### src/rtl/mem_arbiter_if.sv
// Cache-pair / RAM bus bundle for the memory arbiter.
// master = arbiter side, slave = caches plus RAM model.
interface mem_arbiter_if #(
    parameter int WORD_W = 32
);
    logic              iREN;
    logic [WORD_W-1:0] iaddr;
    logic              iwait;
    logic [WORD_W-1:0] iload;
    logic              dREN;
    logic              dWEN;
    logic [WORD_W-1:0] daddr;
    logic [WORD_W-1:0] dstore;
    logic              dwait;
    logic [WORD_W-1:0] dload;
    logic              ramREN;
    logic              ramWEN;
    logic [WORD_W-1:0] ramaddr;
    logic [WORD_W-1:0] ramstore;
    logic [WORD_W-1:0] ramload;
    logic [1:0]        ramstate;

    modport master (
        input  iREN, iaddr, dREN, dWEN, daddr, dstore, ramload, ramstate,
        output iwait, iload, dwait, dload, ramREN, ramWEN, ramaddr, ramstore
    );

    modport slave (
        output iREN, iaddr, dREN, dWEN, daddr, dstore, ramload, ramstate,
        input  iwait, iload, dwait, dload, ramREN, ramWEN, ramaddr, ramstore
    );
endinterface

### src/rtl/mem_arbiter.sv
// Single-port RAM arbiter between icache and dcache: data priority with a starvation override.
// Optional ARB_STATS_EN adds igrant_cnt/dgrant_cnt/conflict_cnt statistics outputs.
module mem_arbiter #(
    parameter int WORD_W       = 32,
    parameter int STARVE_LIMIT = 4
) (
    input  logic              CLK,
    input  logic              nRST,
    mem_arbiter_if.master     bus
`ifdef ARB_STATS_EN
    ,
    output logic [WORD_W-1:0] igrant_cnt,
    output logic [WORD_W-1:0] dgrant_cnt,
    output logic [WORD_W-1:0] conflict_cnt
`endif
);

    localparam logic [1:0] IDLE = 2'd0;
    localparam logic [1:0] IGNT = 2'd1;
    localparam logic [1:0] DGNT = 2'd2;

    localparam logic [1:0] RAM_ACCESS = 2'd2;

    localparam int CNT_W = (STARVE_LIMIT > 0) ? $clog2(STARVE_LIMIT + 1) : 1;
    localparam logic [CNT_W-1:0] LIMIT = CNT_W'(STARVE_LIMIT);

    logic [1:0]       state_reg;
    logic [1:0]       state_next;
    logic [CNT_W-1:0] starve_cnt_reg;
    logic [CNT_W-1:0] starve_cnt_next;

    logic access;
    logic d_req;
    logic starved;
    logic i_done;
    logic d_done;

    assign access  = (bus.ramstate == RAM_ACCESS);
    assign d_req   = bus.dREN | bus.dWEN;
    assign starved = (STARVE_LIMIT != 0) && (starve_cnt_reg == LIMIT);
    assign i_done  = (state_reg == IGNT) && access;
    assign d_done  = (state_reg == DGNT) && access;

    // RAM strobes follow the granted request live, so a withdrawn request drops them at once.
    always_comb begin
        state_next   = state_reg;
        bus.iwait    = 1'b1;
        bus.iload    = '0;
        bus.dwait    = 1'b1;
        bus.dload    = '0;
        bus.ramREN   = 1'b0;
        bus.ramWEN   = 1'b0;
        bus.ramaddr  = '0;
        bus.ramstore = '0;
        case (state_reg)
            IDLE: begin
                if (bus.iREN && starved)
                    state_next = IGNT;
                else if (d_req)
                    state_next = DGNT;
                else if (bus.iREN)
                    state_next = IGNT;
            end
            IGNT: begin
                bus.ramREN  = bus.iREN;
                bus.ramaddr = bus.iaddr;
                if (access) begin
                    bus.iwait  = 1'b0;
                    bus.iload  = bus.ramload;
                    state_next = IDLE;
                end else if (!bus.iREN) begin
                    state_next = IDLE;
                end
            end
            DGNT: begin
                bus.ramREN   = bus.dREN;
                bus.ramWEN   = bus.dWEN;
                bus.ramaddr  = bus.daddr;
                bus.ramstore = bus.dstore;
                if (access) begin
                    bus.dwait  = 1'b0;
                    bus.dload  = bus.dWEN ? '0 : bus.ramload;
                    state_next = IDLE;
                end else if (!d_req) begin
                    state_next = IDLE;
                end
            end
            default: state_next = IDLE;
        endcase
    end

    // Counts data completions the fetch side has sat through; any idle fetch cycle forgives it.
    always_comb begin
        starve_cnt_next = starve_cnt_reg;
        if (!bus.iREN || i_done)
            starve_cnt_next = '0;
        else if (d_done && (starve_cnt_reg != LIMIT))
            starve_cnt_next = starve_cnt_reg + CNT_W'(1);
    end

    always_ff @(posedge CLK or negedge nRST) begin
        if (!nRST) begin
            state_reg      <= IDLE;
            starve_cnt_reg <= '0;
        end else begin
            state_reg      <= state_next;
            starve_cnt_reg <= starve_cnt_next;
        end
    end

`ifdef ARB_STATS_EN
    logic conflict;
    assign conflict = (state_reg == IDLE) && bus.iREN && d_req;

    always_ff @(posedge CLK or negedge nRST) begin
        if (!nRST) begin
            igrant_cnt   <= '0;
            dgrant_cnt   <= '0;
            conflict_cnt <= '0;
        end else begin
            if (i_done)
                igrant_cnt <= igrant_cnt + WORD_W'(1);
            if (d_done)
                dgrant_cnt <= dgrant_cnt + WORD_W'(1);
            if (conflict)
                conflict_cnt <= conflict_cnt + WORD_W'(1);
        end
    end
`endif

endmodule

### src/flat_wrapper.sv
// flat-port wrapper written by rule: the top's interface ports become plain ports
module mem_arbiter_flat 
#(
    parameter int WORD_W       = 32,
    parameter int STARVE_LIMIT = 4
)
  (CLK, nRST, bus_iREN, bus_iaddr, bus_dREN, bus_dWEN, bus_daddr, bus_dstore, bus_ramload, bus_ramstate, bus_iwait, bus_iload, bus_dwait, bus_dload, bus_ramREN, bus_ramWEN, bus_ramaddr, bus_ramstore);
  mem_arbiter_if #(.WORD_W(WORD_W)) bus_i ();
  input  logic CLK;
  input  logic nRST;
  input wire logic [$bits(bus_i.iREN)-1:0] bus_iREN;
  input wire logic [$bits(bus_i.iaddr)-1:0] bus_iaddr;
  input wire logic [$bits(bus_i.dREN)-1:0] bus_dREN;
  input wire logic [$bits(bus_i.dWEN)-1:0] bus_dWEN;
  input wire logic [$bits(bus_i.daddr)-1:0] bus_daddr;
  input wire logic [$bits(bus_i.dstore)-1:0] bus_dstore;
  input wire logic [$bits(bus_i.ramload)-1:0] bus_ramload;
  input wire logic [$bits(bus_i.ramstate)-1:0] bus_ramstate;
  output wire logic [$bits(bus_i.iwait)-1:0] bus_iwait;
  output wire logic [$bits(bus_i.iload)-1:0] bus_iload;
  output wire logic [$bits(bus_i.dwait)-1:0] bus_dwait;
  output wire logic [$bits(bus_i.dload)-1:0] bus_dload;
  output wire logic [$bits(bus_i.ramREN)-1:0] bus_ramREN;
  output wire logic [$bits(bus_i.ramWEN)-1:0] bus_ramWEN;
  output wire logic [$bits(bus_i.ramaddr)-1:0] bus_ramaddr;
  output wire logic [$bits(bus_i.ramstore)-1:0] bus_ramstore;
  assign bus_i.iREN = bus_iREN;
  assign bus_i.iaddr = bus_iaddr;
  assign bus_i.dREN = bus_dREN;
  assign bus_i.dWEN = bus_dWEN;
  assign bus_i.daddr = bus_daddr;
  assign bus_i.dstore = bus_dstore;
  assign bus_i.ramload = bus_ramload;
  assign bus_i.ramstate = bus_ramstate;
  assign bus_iwait = bus_i.iwait;
  assign bus_iload = bus_i.iload;
  assign bus_dwait = bus_i.dwait;
  assign bus_dload = bus_i.dload;
  assign bus_ramREN = bus_i.ramREN;
  assign bus_ramWEN = bus_i.ramWEN;
  assign bus_ramaddr = bus_i.ramaddr;
  assign bus_ramstore = bus_i.ramstore;
  mem_arbiter #(.WORD_W(WORD_W), .STARVE_LIMIT(STARVE_LIMIT)) u_core (.CLK(CLK), .nRST(nRST), .bus(bus_i));
endmodule
### config.mk
export PLATFORM = sky130hd
export DESIGN_NAME = mem_arbiter_flat
export DESIGN_NICKNAME = d
export VERILOG_FILES = /design/src/rtl/mem_arbiter_if.sv /design/src/rtl/mem_arbiter.sv /design/src/flat_wrapper.sv
export SDC_FILE = /design/constraint.sdc
export NUM_CORES = 1
export LEC_CHECK = 0
export CELL_PAD_IN_SITES_DETAIL_PLACEMENT = 2
export CELL_PAD_IN_SITES_GLOBAL_PLACEMENT = 2
export CORE_AREA = 10 10 137 139
export DETAILED_ROUTE_END_ITERATION = 12
export DIE_AREA = 0 0 147 149
export PLACE_DENSITY_LB_ADDON = 0.1
export SLEW_MARGIN = 20
export SYNTH_ARGS = -nofsm -noshare
export SYNTH_HDL_FRONTEND = slang
export SYNTH_SLANG_ARGS = --single-unit
### constraint.sdc
create_clock -name CLK -period 1.7 [get_ports CLK]
set_input_delay 0.17 -clock CLK [delete_from_list [all_inputs] [get_ports CLK]]
set_output_delay 0.17 -clock CLK [all_outputs]
set_load 0.005 [all_outputs]
==> out/results.txt <==
Detail Route Antenna Nets: 0
critical path capture point type: output port
Final Hold Violating Endpoints: 0
input/output buffers: 266
number of flip-flops under the largest register name: 3
vias in the first global route: 3235
relative slew slack: 76.2%
deepest level of the CTS H-tree: 1
Final Core Density: 35.7%
setup skew after layout: 0.00207 ns
number of placed I/O pins: 267
core region area: 16200 sq um
count of placed standard cells including taps: 713
top post-synthesis cells by area: and2_1, a22oi_1, nor2b_1
RSZ-0062 raised after global routing: true
worst-margin pin slew: 0.352 ns
Worst Hold Slack: 0.166 ns
Required @ worst endpoint: 1.53 ns
die footprint: 21900 sq um
source-to-sink clock delay at the later pin of the worst-skew pair: 0.23 ns
most numerous cell in the Yosys netlist: and2_1
WP data arrival: 1.69 ns
Post-Synth XOR/XNOR Area: 1.12%
GRT overflow: 0
cell internal power dissipation: 3920 uW
path type of the worst min-delay path: input pin to asynchronous set/reset pin
flops & latches, synth: 5
Sequential Power Share: 2.7%
class of the most critical setup path: flop to output port
peak ir drop on the vdd network: 0.514 mV
library cells used by synthesis: 28
largest net degree at the start of global routing: 22
max-slew violation total from the final report: 0
Clock Tree Buf Depth: 2
combined area of all synthesized cells: 1560 sq um
power density over the cells: 1080 nW/um^2
share of synthesized cell area in full adder, half adder and majority cells: 4.00%
status: finished, violations left
Max FO, Critical Path: 5
post-placement cell area: 4610 sq um
highest clock frequency the design can meet: 538 MHz
Final Cycle Share: 109%
cell row count: 47
proportion of register bits with asynchronous set or reset after synthesis: 100%
cells after synthesis: 228
layout net count: 681
Pwr Total: 6240 uW
clock power share: 6.4%
HPWL after DPL: 13.1 mm
violations in the final reports: setup timing
post-synthesis mux area share: 1.92%
number of enable flip-flop cells after synthesis: 0
net load switching power: 2320 uW
cts bufs inserted: 3
post-route cell area: 5770 sq um
cell type contributing the most total cell area after synthesis: and2_1
router iterations before antenna repair: 4
Worst Reg2Reg Path Length in Cells: 10
clock slew at reported path FFs: 0.03 ns
final critical path time including I/O delays and setup: 1.86 ns
clk sinks: 5
clock tree from TritonCTS: done
Compound-Gate Fraction of Synth Area: 17.7%
main combinational cell family by area after synthesis: simple AND/OR/NAND/NOR gates
R2R Setup Slk: -0.10 ns
initial detailed-routing violation count: 28
via total after detailed routing: 2965
die span in x: 147 um
routed wire length: 18.0 mm
die outline height: 149 um
wire length of the first global-routing pass: 24.1 mm
nets in the synthesized netlist: 368
sequential cell area fraction in the yosys report: 8.01%
number of antenna violations at the first check in global routing: 2
max capacitance violation total: 0
Synth Area per Inst: 6.85 sq um
Yosys warning count: 0
gpl congestion: 0.727
static leakage: 0.00260 uW
commonest cells in the synthesized netlist: and2_1, a22oi_1, nor2b_1, and3_1, clkbuf_1
final routed wire length divided by cell count: 23.6 um
fraction of final layout cells with drive strength greater than 1: 60.6%
switching portion of total power: 37.2%
Worst Slack Setup Final: -0.159 ns
vias per std cell: 3.89
growth of design area from synthesis to finish: 269%
fraction of the mapped netlist area in simple logic gates: 58.4%
number of setup violations in the final report: 81
Synth Flop Type: dfrtp_1
share of the synthesized area in the top cell type: 26.0%
cell chosen for the clock root: clkbuf_16
cts-stage hold buffer count: 0
final cell count without fillers: 762
Starting Density: 9.66%
combinational fraction of design power: 90.9%
capture instance of the worst register-to-register path: u_core.state_reg[0]
critical path launch point type: flop
global routing usage summed across all routing layers: 14.6%
count of unresolved DRC violations after routing: 0
Reg2Reg Launch Point: u_core.state_reg[0]
routing by layer:
layer	GRT usage, %	wire [um]
met5	0	0
met4	2.03	104
met3	3.16	879
met2	29.7	10200
met1	15.2	6800
worst max-delay path, stage by stage (launching register included):
cell	delay, ns
dfrtp_1	0.39
inv_2	0.09
ha_4	0.19
nand2_4	0.07
nor2_4	0.10
buf_6	0.11
buf_6	0.13
buf_16	0.12
and2_4	0.14
buf_6	0.09
worst max path at each step:
stage / start / endpoint / slack, ns / cells past startpoint
floorplan: u_core.state_reg[0] / bus_dload[10] / 0.29 / 7
global placement: bus_ramstate[1] / bus_dload[22] / -0.35 / 7
detailed placement: bus_ramstate[1] / bus_dload[3] / -0.40 / 7
CTS: u_core.state_reg[0] / bus_ramaddr[12] / -0.25 / 7
global route: u_core.state_reg[1] / bus_ramaddr[22] / -0.22 / 7
finish: u_core.state_reg[0] / bus_dload[19] / -0.16 / 9
metrics by stage:
stage | TNS [ns] | setup slack (ns)
after CTS | -9.26 | -0.250
after detailed placement | -34.72 | -0.404
final | -6.88 | -0.159
after global placement | -30.51 | -0.351
after floorplan | 0 | 0.290
after global routing | -12.93 | -0.224
cell usage in the layout (no fill, tap or decap), types with 2 or more instances in the layout:
cell type and n:
ha_4 3, nand2_4 2, and3_1 20, a22oi_2 30
and2_4 58, a22oi_1 2, clkdlybuf4s50_1 134, dfrtp_1 5
inv_2 2, buf_6 92, nor2b_2 8, nor2b_4 3
clkbuf_16 5, and3_4 12, ha_1 2, clkdlybuf4s15_2 2
nor2b_1 22, buf_4 16, buf_12 13, clkbuf_2 13
and2_1 7, nand2_1 4, buf_8 4, mux2i_1 3
diode_2 2, buf_2 45, inv_1 2, nor2_1 4
buf_16 12
cell families after synthesis:
logic type,count (synthesis)
AND/OR/NAND/NOR,148
AO/OA/AOI/OAI,36
buffers and inverters,29
adder cells (fa/ha/maj),5
flip-flops,5
multiplexers,3
XOR/XNOR,2
power by group through the flow:
stage / combinational [uW] / clock [uW] / sequential (uW)
6_report: 5670 / 398 / 168
4_1_cts: 5110 / 411 / 169
3_3_place_gp: 3520 / 0 / 159
5_1_grt: 6060 / 424 / 171
2_1_floorplan: 1380 / 0 / 156
3_5_place_dp: 3580 / 0 / 160
final cells by class:
type / instances / area (sq um)
fillers: 1771 / 10400
repair buffers: 333 / 3510
multi-input cells: 194 / 1760
well taps: 220 / 275
flip-flops and latches: 5 / 125
clock buffers: 4 / 78.8
inverters: 4 / 15.0
diodes: 2 / 5.00
what timing repair did:
item / 4_1_cts / 5_1_grt
setup endpoints to repair: 135 / 125
pin swaps: 19 / 22
gates resized for setup: 582 / 178
cloned: 14 / 3
setup buffers: 21 / 11
Power figures use the tool's default switching activity.
